<file path="src/rtl/tank_pkg.sv">
// Shared types and defaults for the tank hit/damage controller.
// Holds the state encoding, the play-mode constant and the default
// tuning values used by every file of this block.
package tank_pkg;

    // Damage / life-cycle states of one tank.
    typedef enum logic [2:0] {
        ST_ALIVE     = 3'd0,
        ST_HIT       = 3'd1,
        ST_INVULN    = 3'd2,
        ST_DEAD      = 3'd3,
        ST_RESPAWN   = 3'd4,
        ST_GAME_OVER = 3'd5
    } hit_state_t;

    // Only this mode value lets the game advance; everything else is paused.
    localparam logic [1:0] MODE_PLAY = 2'b10;

    // Default tuning values.
    localparam logic [9:0] DEF_HIT_HALF      = 10'd19;
    localparam logic [2:0] DEF_INIT_HP       = 3'd3;
    localparam logic [1:0] DEF_INIT_LIVES    = 2'd2;
    localparam logic [7:0] DEF_INVULN_FRAMES = 8'd60;
    localparam logic [7:0] DEF_DEAD_FRAMES   = 8'd120;

    // Frame counter increment that sticks at all-ones instead of wrapping.
    function automatic logic [7:0] satInc8(input logic [7:0] value);
        if (value == 8'hFF) begin
            return value;
        end
        return value + 8'd1;
    endfunction

endpackage

</file>
<file path="src/rtl/tank_hit_ctrl_frame_tick_gen.sv">
// Frame tick generator: turns the vertical-sync frame clock (already
// synchronous to Clk) into a single-Clk pulse per rising edge.
// A delayed copy of frame_clk is compared with the live value and the
// result is registered, giving one cycle of latency and a clean pulse.
module frame_tick_gen (
    input  logic Clk,
    input  logic Reset,
    input  logic frame_clk,
    output logic frame_tick
);

    logic frameClkDly_q;
    logic frameTick_q;

    // Delayed copy of the frame clock and registered rising-edge strobe.
    always_ff @(posedge Clk or negedge Reset) begin
        if (!Reset) begin
            frameClkDly_q <= 1'b0;
            frameTick_q   <= 1'b0;
        end else begin
            frameClkDly_q <= frame_clk;
            frameTick_q   <= frame_clk & ~frameClkDly_q;
        end
    end

    assign frame_tick = frameTick_q;

endmodule

</file>
<file path="src/rtl/tank_hit_ctrl.sv">
// Tank hit controller: detects an opposing bullet inside the tank hit box,
// feeds a registered stop back to the bullet block, and runs the
// hp / lives / invulnerability / death / respawn life cycle of the tank.
module tank_hit_ctrl
    import tank_pkg::*;
#(
    parameter logic [9:0] HIT_HALF      = DEF_HIT_HALF,
    parameter logic [2:0] INIT_HP       = DEF_INIT_HP,
    parameter logic [1:0] INIT_LIVES    = DEF_INIT_LIVES,
    parameter logic [7:0] INVULN_FRAMES = DEF_INVULN_FRAMES,
    parameter logic [7:0] DEAD_FRAMES   = DEF_DEAD_FRAMES
) (
    input  logic       Clk,
    input  logic       Reset,
    input  logic       frame_clk,
    input  logic [1:0] mode,
    input  logic       draw_bullet,
    input  logic [9:0] Bullet_X_Pos,
    input  logic [9:0] Bullet_Y_Pos,
    input  logic [9:0] Tank_X_Pos,
    input  logic [9:0] Tank_Y_Pos,
    output logic       stop_bullet,
    output logic [2:0] hp,
    output logic [1:0] lives,
    output logic       tank_alive,
    output logic       tank_flash,
    output logic       hit_pulse,
    output logic       game_over
);

    hit_state_t state_q, state_d;
    logic [2:0] hp_q, hp_d;
    logic [1:0] lives_q, lives_d;
    logic [7:0] frameCnt_q, frameCnt_d;
    logic       stopBullet_q;
    logic       stopPrev_q;

    logic        frameTick;
    logic        play;
    logic        tickEn;
    logic [10:0] bulletXHi, bulletYHi, tankXHi, tankYHi;
    logic        overlapX, overlapY, overlap;
    logic        hitCond;
    logic        stopRise;

    frame_tick_gen u_frame_tick_gen (
        .Clk       (Clk),
        .Reset     (Reset),
        .frame_clk (frame_clk),
        .frame_tick(frameTick)
    );

    assign play   = (mode == MODE_PLAY);
    assign tickEn = frameTick & play;

    // Hit box test with 11-bit sums on both sides, so no subtraction can
    // wrap around near the screen edges.
    assign bulletXHi = {1'b0, Bullet_X_Pos} + {1'b0, HIT_HALF};
    assign bulletYHi = {1'b0, Bullet_Y_Pos} + {1'b0, HIT_HALF};
    assign tankXHi   = {1'b0, Tank_X_Pos} + {1'b0, HIT_HALF};
    assign tankYHi   = {1'b0, Tank_Y_Pos} + {1'b0, HIT_HALF};

    assign overlapX = (bulletXHi >= {1'b0, Tank_X_Pos}) && ({1'b0, Bullet_X_Pos} <= tankXHi);
    assign overlapY = (bulletYHi >= {1'b0, Tank_Y_Pos}) && ({1'b0, Bullet_Y_Pos} <= tankYHi);
    assign overlap  = overlapX & overlapY;

    // A dead or finished tank cannot absorb bullets.
    assign hitCond = overlap & draw_bullet & play
                   & (state_q != ST_DEAD) & (state_q != ST_GAME_OVER);

    // Only a fresh contact counts as damage, so a lingering bullet hits once.
    assign stopRise = stopBullet_q & ~stopPrev_q;

    // Registered collision feedback and its delayed copy for edge detection.
    always_ff @(posedge Clk or negedge Reset) begin
        if (!Reset) begin
            stopBullet_q <= 1'b0;
            stopPrev_q   <= 1'b0;
        end else begin
            stopBullet_q <= hitCond;
            stopPrev_q   <= stopBullet_q;
        end
    end

    // Life-cycle state, hit points, lives and frame counter registers.
    always_ff @(posedge Clk or negedge Reset) begin
        if (!Reset) begin
            state_q    <= ST_ALIVE;
            hp_q       <= INIT_HP;
            lives_q    <= INIT_LIVES;
            frameCnt_q <= 8'd0;
        end else begin
            state_q    <= state_d;
            hp_q       <= hp_d;
            lives_q    <= lives_d;
            frameCnt_q <= frameCnt_d;
        end
    end

    // Next-state logic; a paused game freezes everything, including HIT.
    always_comb begin
        state_d = state_q;
        hp_d    = hp_q;
        lives_d = lives_q;

        if (play) begin
            case (state_q)
                ST_ALIVE: begin
                    if (stopRise) begin
                        state_d = ST_HIT;
                    end
                end
                ST_HIT: begin
                    hp_d = (hp_q == 3'd0) ? 3'd0 : hp_q - 3'd1;
                    if (hp_d == 3'd0) begin
                        state_d = (lives_q == 2'd0) ? ST_GAME_OVER : ST_DEAD;
                    end else begin
                        state_d = ST_INVULN;
                    end
                end
                ST_INVULN: begin
                    if (tickEn && (frameCnt_q == INVULN_FRAMES - 8'd1)) begin
                        state_d = ST_ALIVE;
                    end
                end
                ST_DEAD: begin
                    if (tickEn && (frameCnt_q == DEAD_FRAMES - 8'd1)) begin
                        state_d = ST_RESPAWN;
                    end
                end
                ST_RESPAWN: begin
                    hp_d    = INIT_HP;
                    lives_d = (lives_q == 2'd0) ? 2'd0 : lives_q - 2'd1;
                    state_d = ST_INVULN;
                end
                ST_GAME_OVER: begin
                    state_d = ST_GAME_OVER;
                end
                default: begin
                    state_d = ST_ALIVE;
                end
            endcase
        end
    end

    // Frame counter: cleared on any state change, counts ticks in the timed states.
    always_comb begin
        frameCnt_d = frameCnt_q;
        if (state_d != state_q) begin
            frameCnt_d = 8'd0;
        end else if (tickEn && ((state_q == ST_INVULN) || (state_q == ST_DEAD))) begin
            frameCnt_d = satInc8(frameCnt_q);
        end
    end

    // Status outputs decoded from the current state.
    always_comb begin
        tank_alive = 1'b0;
        tank_flash = 1'b0;
        case (state_q)
            ST_ALIVE: begin
                tank_alive = 1'b1;
                tank_flash = 1'b1;
            end
            ST_HIT: begin
                tank_alive = 1'b1;
                tank_flash = 1'b1;
            end
            ST_INVULN: begin
                tank_alive = 1'b1;
                tank_flash = frameCnt_q[3];
            end
            default: begin
                tank_alive = 1'b0;
                tank_flash = 1'b0;
            end
        endcase
    end

    assign stop_bullet = stopBullet_q;
    assign hp          = hp_q;
    assign lives       = lives_q;
    assign hit_pulse   = (state_q == ST_HIT) & play;
    assign game_over   = (state_q == ST_GAME_OVER);

endmodule
</file>
<file path="config.mk">
export PLATFORM = sky130hd
export DESIGN_NAME = tank_hit_ctrl
export DESIGN_NICKNAME = d
export VERILOG_FILES = /design/src/rtl/tank_pkg.sv /design/src/rtl/tank_hit_ctrl_frame_tick_gen.sv /design/src/rtl/tank_hit_ctrl.sv
export SDC_FILE = /design/constraint.sdc
export NUM_CORES = 1
export LEC_CHECK = 0
export BUFFER_PORTS_ARGS = -buffer_cell sky130_fd_sc_hd__buf_2
export CAP_MARGIN = 20
export CORE_UTILIZATION = 31
export DETAILED_ROUTE_END_ITERATION = 16
export PLACE_DENSITY = 0.54
export SLEW_MARGIN = 20
export SYNTH_ARGS = -nofsm -noshare
export SYNTH_HDL_FRONTEND = slang
export SYNTH_HIERARCHICAL = 1
export SYNTH_SLANG_ARGS = --single-unit
</file>
<file path="constraint.sdc">
create_clock -name Clk -period 2.45 [get_ports Clk]
set_input_delay 0.245 -clock Clk [delete_from_list [all_inputs] [get_ports Clk]]
set_output_delay 0.245 -clock Clk [all_outputs]
set_load 0.1 [all_outputs]
</file>
* Word-level counts from Yosys, hierarchy flattened
Cells that the tools add are included.
** Operators by class
- Eq/ne operators :: 13
- Reduce and logical (&&, ||, !) cells :: 17
- Order comparisons :: 4
- Mux-type cells :: 18
- Bitwise logic cells :: 11
- Add/sub/neg operators :: 7
** Operators by type and width (count)
- $add 10x5->11 const B :: 4
- $mux 8 :: 3
- $ge 11x10->1 :: 2
- $le 10x11->1 :: 2
- $mux 3 :: 7
- $pmux 3 s6 :: 1
- $and 1x1->1 :: 9
- $logic_not 3->1 :: 3
- $add 8x1->8 const B :: 1
- $eq 8x6->1 const B :: 1
- $eq 8x7->1 const B :: 1
- $eq 8x8->1 const B :: 1
- $eq 3x2->1 const B :: 2
- $eq 3x3->1 const B :: 2
- $ne 3x3->1 const B :: 2
- $pmux 3 s2 :: 1
- $reduce_and 2->1 :: 3
- $logic_and 1x1->1 :: 5
- $mux 1 :: 4
- $reduce_bool 2->1 :: 2
- $eq 3x1->1 const B :: 1
- $ne 3x2->1 const B :: 1
- $ne 3x3->1 :: 1
- $reduce_or 3->1 :: 1
- 9 further kinds :: 10
** Storage, ports and cells
- Flip-flop bits (word level) :: 20
- Input port bits :: 46
- Output and inout port bits :: 10
- Logic and storage cells :: 78

* Logic depth before layout (Yosys ltp)
- Depth in word-level cells :: 11
- Gate-level depth with buffers :: 13
- Gate-level depth less buffers :: 13

* Modules after synthesis
Netlist, hierarchy kept.
** By module, submodules not included
- tank_hit_ctrl :: sequential area each 454.2 µm², area an instance 2546.2 µm², instances 1, cells an instance 328
- frame_tick_gen :: sequential area each 50.0 µm², area an instance 63.8 µm², instances 1, cells an instance 3

* Least setup slack after synthesis
Ideal clock, no wire load.
- Kind :: register to output
- From :: reg state_q[1]
- To :: out hit_pulse
- Arrival :: 2.794 ns
- Required time :: 2.205 ns
- Stages on the path, launching flop included :: 4
- Slack :: -0.589 ns
- Path buffers :: 2
- Cell sequence :: dfrtp_1 -> clkbuf_1 -> clkbuf_1 -> nor3_1
** Between the ends
- Word-level cells in the longest chain between the ends :: 2
** RTL lines
- from (decl) :: line tank_hit_ctrl.sv:31 : hit_state_t state_q, state_d;
- from (signal assigned) :: line tank_hit_ctrl.sv:93 : state_q <= state_d;
- $eq 3x1->1 :: line tank_hit_ctrl.sv:183 : assign hit_pulse = (state_q == ST_HIT) & play;
- $and 1x1->1 :: line tank_hit_ctrl.sv:183
- to (decl) :: line tank_hit_ctrl.sv:27 : output logic hit_pulse,
Every way passes these cells.

* Worst setup path after layout
- From :: in Tank_X_Pos[0]
- To :: reg stopBullet_q (netlist: stop_bullet)
** Between the ends
- Word-level cells in the longest chain between the ends :: 8
- Elaborated cells between the ends (all ways) :: 9
- Those cells by class :: add/sub (1); order compare (2); bitwise (5); reduce/logical (1)
** RTL lines
- from (decl) :: line tank_hit_ctrl.sv:20 : input logic [9:0] Tank_X_Pos,
- $add 10x5->11 :: line tank_hit_ctrl.sv:60 : assign tankXHi = {1'b0, Tank_X_Pos} + {1'b0, HIT_HALF};
- $le 10x11->1 :: line tank_hit_ctrl.sv:63 : assign overlapX = (bulletXHi >= {1'b0, Tank_X_Pos}) && ({1'b0, Bullet_X_Pos} <= tankXHi);
- $logic_and 1x1->1 (*) :: line tank_hit_ctrl.sv:63
- $and 1x1->1 (*) :: line tank_hit_ctrl.sv:65 : assign overlap = overlapX & overlapY;
- $and 1x1->1 (*) (2 in a row) :: line tank_hit_ctrl.sv:68 : assign hitCond = overlap & draw_bullet & play
- $and 1x1->1 (*) (2 in a row) :: line tank_hit_ctrl.sv:69 : & (state_q != ST_DEAD) & (state_q != ST_GAME_OVER);
- via hitCond :: line tank_hit_ctrl.sv:43 : logic hitCond;
- to (signal assigned) :: line tank_hit_ctrl.sv:80 : stopBullet_q <= hitCond;
- to (decl) :: line tank_hit_ctrl.sv:35 : logic stopBullet_q;
Mark *: on every way through the listed nets, which the timed path passes. The rest lies on a longest branch.
A chain may end at the register's enable or synchronous reset.

==> metrics <==
top_reg_cell synth dfrtp_1; worst-margin pin slew 0.555 ns; final setup TNS 0 ns; Clock Skew 0.00597 ns; setup violators final 0; sequential power share 0.300; Final Hold Viols 0; final setup margin 0.192 ns; layout cells sized above 1 0.216; Synth Instances 331; total track usage 0.146; GP Congestion 0.797; Area after DPL 3100 um2; Initial Util 0.319; post-route cell area 3190 um2; Post-Synth Simple-Gate Area 0.240; final period utilization 0.922; r2r worst-path depth 6; standard-cell rows 33; H-tree levels 1; Adder-Cell Fraction of Synth Area 0.216; Vias 2496; post_cts resized 0; GRT Residual Overflow 0; Post-synth EDFFs 0; largest family of logic cells by synthesized area simple AND/OR/NAND/NOR gates; drt drc 0; global-route wire length before repair 10500 um; Synthesized Nets 422; post-synth top area share 0.216; post-synthesis xor/xnor area fraction 0.128; I/O pin cnt 56; Max-Cap Viols 0; height of the die 93.8 um; Placed Cells incl. Taps 498; Yosys Warn Count 6; hold path depth 1; final net count 490; Compound-Gate Fraction of Synth Area 0.167; Power, Total 1.32 mW; slew margin rel. 0.630; CP Launch Type primary input; unrepaired setup endpoints after global routing false; post-synthesis async set-or-reset flop share 1.00; area grow syn2layout 22.1%; Syn Area/Cell 7.89 um2; fmax 443 MHz; clock-pin slew on the worst setup and hold paths 0.08 ns; status complete, no violations; CP arrival 2.42 ns; drt first pass iters 4; HPWL Detailed 5070 um; Crit Path Category in2reg; Hold Crit Class in2reg; DRT iter0 DRCs 82; Clock power frac 0.253; Pwr per Cell Area 414 nW/um2; post-synthesis sequential area ratio 0.193; Max rail drop VDD 0.188 mV; Fin Hold WS 0.102 ns; top cell type by total area after synthesis ha_1; minimum clock period 2.26 ns; worst-skew pair later-pin latency 0.26 ns; Net Sw Frac 0.380; clk root buf clkbuf_8; initial antenna violation count 0; Port Buffers 55; Post-Syn Area 2610 um2; largest net degree at the start of global routing 21; WP data required 2.61 ns; antenna cell count 0; mux contribution to synthesized area 0; Crit Path Max Fanout 3; Die Area 8790 um2; synth top area cells ha_1 (22%), dfrtp_1 (16%), xnor2_1 (9.7%), a21oi_1 (5.9%), inv_1 (4.5%); net load switching power 0.501 mW; Synth Register Bits 20; Leakage 1.57 nW; clk buf depth 2; final WL 6000 um; routed vias/inst 4.96; Die Width 93.8 um; CTS Sinks 20; synth unique cells 48; CP endpoint kind register; WL per Instance 11.9 um; final non-filler cell total 503; Place WS -0.0764 ns; antenna-violating nets left 0; Combinational Power Share 0.447; Layout Utilization 0.390; Final Max Slew Viols 0; total core area 8180 um2; vias in the first global route 2350; Num CTS Buffers 3; CTS tree yes; Internal 0.818 mW
## Yosys cell counts, drive strengths merged, types with 3 or more instances
library cell and number:
nor2b 10, nor2 30, ha 45, clkbuf 6
xnor2 29, o21ai 12, nor3 10, a21o 3
nand2b 3, nand4 11, dfstp 3, inv 31
a21oi 32, nand2 24, o21a 5, nand3 14
a211oi 3, xor2 9, dfrtp 17, or4 3
and3 4
## critical path, cell delays in order
cell and delay, ns:
buf_2 0.10, inv_1 0.08, nand2_1 0.07, and3_1 0.19, o21a_1 0.18, or2_2 0.30, ha_1 0.31, a21oi_1 0.15
nand2_1 0.06, a211oi_1 0.22, o21ai_0 0.09, and3_1 0.18, nor4_1 0.24
## worst paths after layout
kind	from	end	slack [ns]
min reg2reg	stop_bullet	stopPrev_q	0.40
min in group asynchronous	Reset	state_q[2]	0.46
max	Tank_X_Pos[0]	stop_bullet	0.19
max reg2reg	frameCnt_q[0]	frameCnt_q[4]	0.53
max in group asynchronous	Reset	hp[1]	1.65
min	frame_clk	u_frame_tick_gen/frameClkDly_q	0.10
## cells by family after synthesis
| group | after synthesis |
|---|---|
| AND/OR/NAND/NOR | 120 |
| AO/OA/AOI/OAI | 70 |
| buffers and inverters | 38 |
| XOR/XNOR | 38 |
| adder cells (fa/ha/maj) | 45 |
| flip-flops | 20 |
## registers in the layout, summed over array words and instances (netlist names)
signal,flops
u_frame_tick_gen/frame_tick,1
u_frame_tick_gen/frameClkDly_q,1
state_q,3
stop_bullet,1
stopPrev_q,1
lives,2
hp,3
frameCnt_q,8
## timing repair
item,4_1_cts,5_1_grt
buffers inserted,0,0
hold endpoints to repair,17,0
hold buffers,1,0
## per-layer routing
metal	vias up	wire (um)	GRT usage	share of wire
met2	63	2680	0.241	0.45
met1	1134	3100	0.208	0.52
met5	-	0	0	0
met4	0	28	0.0231	0.0047
li1	1296	-	-	-
met3	3	189	0.0121	0.032
## power groups by stage
stage | Clock [mW] | Sequential, mW | Combinational, mW
6_report | 0.333 | 0.396 | 0.590
5_1_grt | 0.360 | 0.401 | 0.668
4_1_cts | 0.348 | 0.395 | 0.595
3_5_place_dp | 0 | 0.401 | 0.591
3_3_place_gp | 0 | 0.401 | 0.582
2_1_floorplan | 0 | 0.411 | 0.406
## final cells by class
type,instances,area [um2]
Inverter,31,116
Clock buffer,3,41.3
Fill cell,858,4990
Sequential cell,20,504
Timing Repair Buffer,70,390
Multi-Input combinational cell,273,1970
Tap cell,105,131
Clock inverter,1,30.0
## cells in the final DEF (no fill, tap or decap), types with 2 or more instances in the layout
cell type / n
buf_2: 55
a21oi_2: 2
nor2_1: 30
a31oi_1: 2
clkbuf_8: 3
a21o_1: 3
xnor2_1: 29
dfrtp_1: 17
o21ai_0: 11
nand4_1: 11
nor2b_1: 8
nand3b_1: 2
inv_1: 31
o211ai_1: 2
nor3_1: 9
o21a_1: 5
dfstp_2: 3
and3b_1: 2
nand2b_1: 3
nand2_1: 24
nand3_1: 13
ha_1: 45
and3_1: 4
nand4b_1: 2
xor2_1: 9
a211oi_1: 3
a21oi_1: 29
buf_4: 14
a22o_1: 2
or4_4: 2
Power figures use the tool's default switching activity.
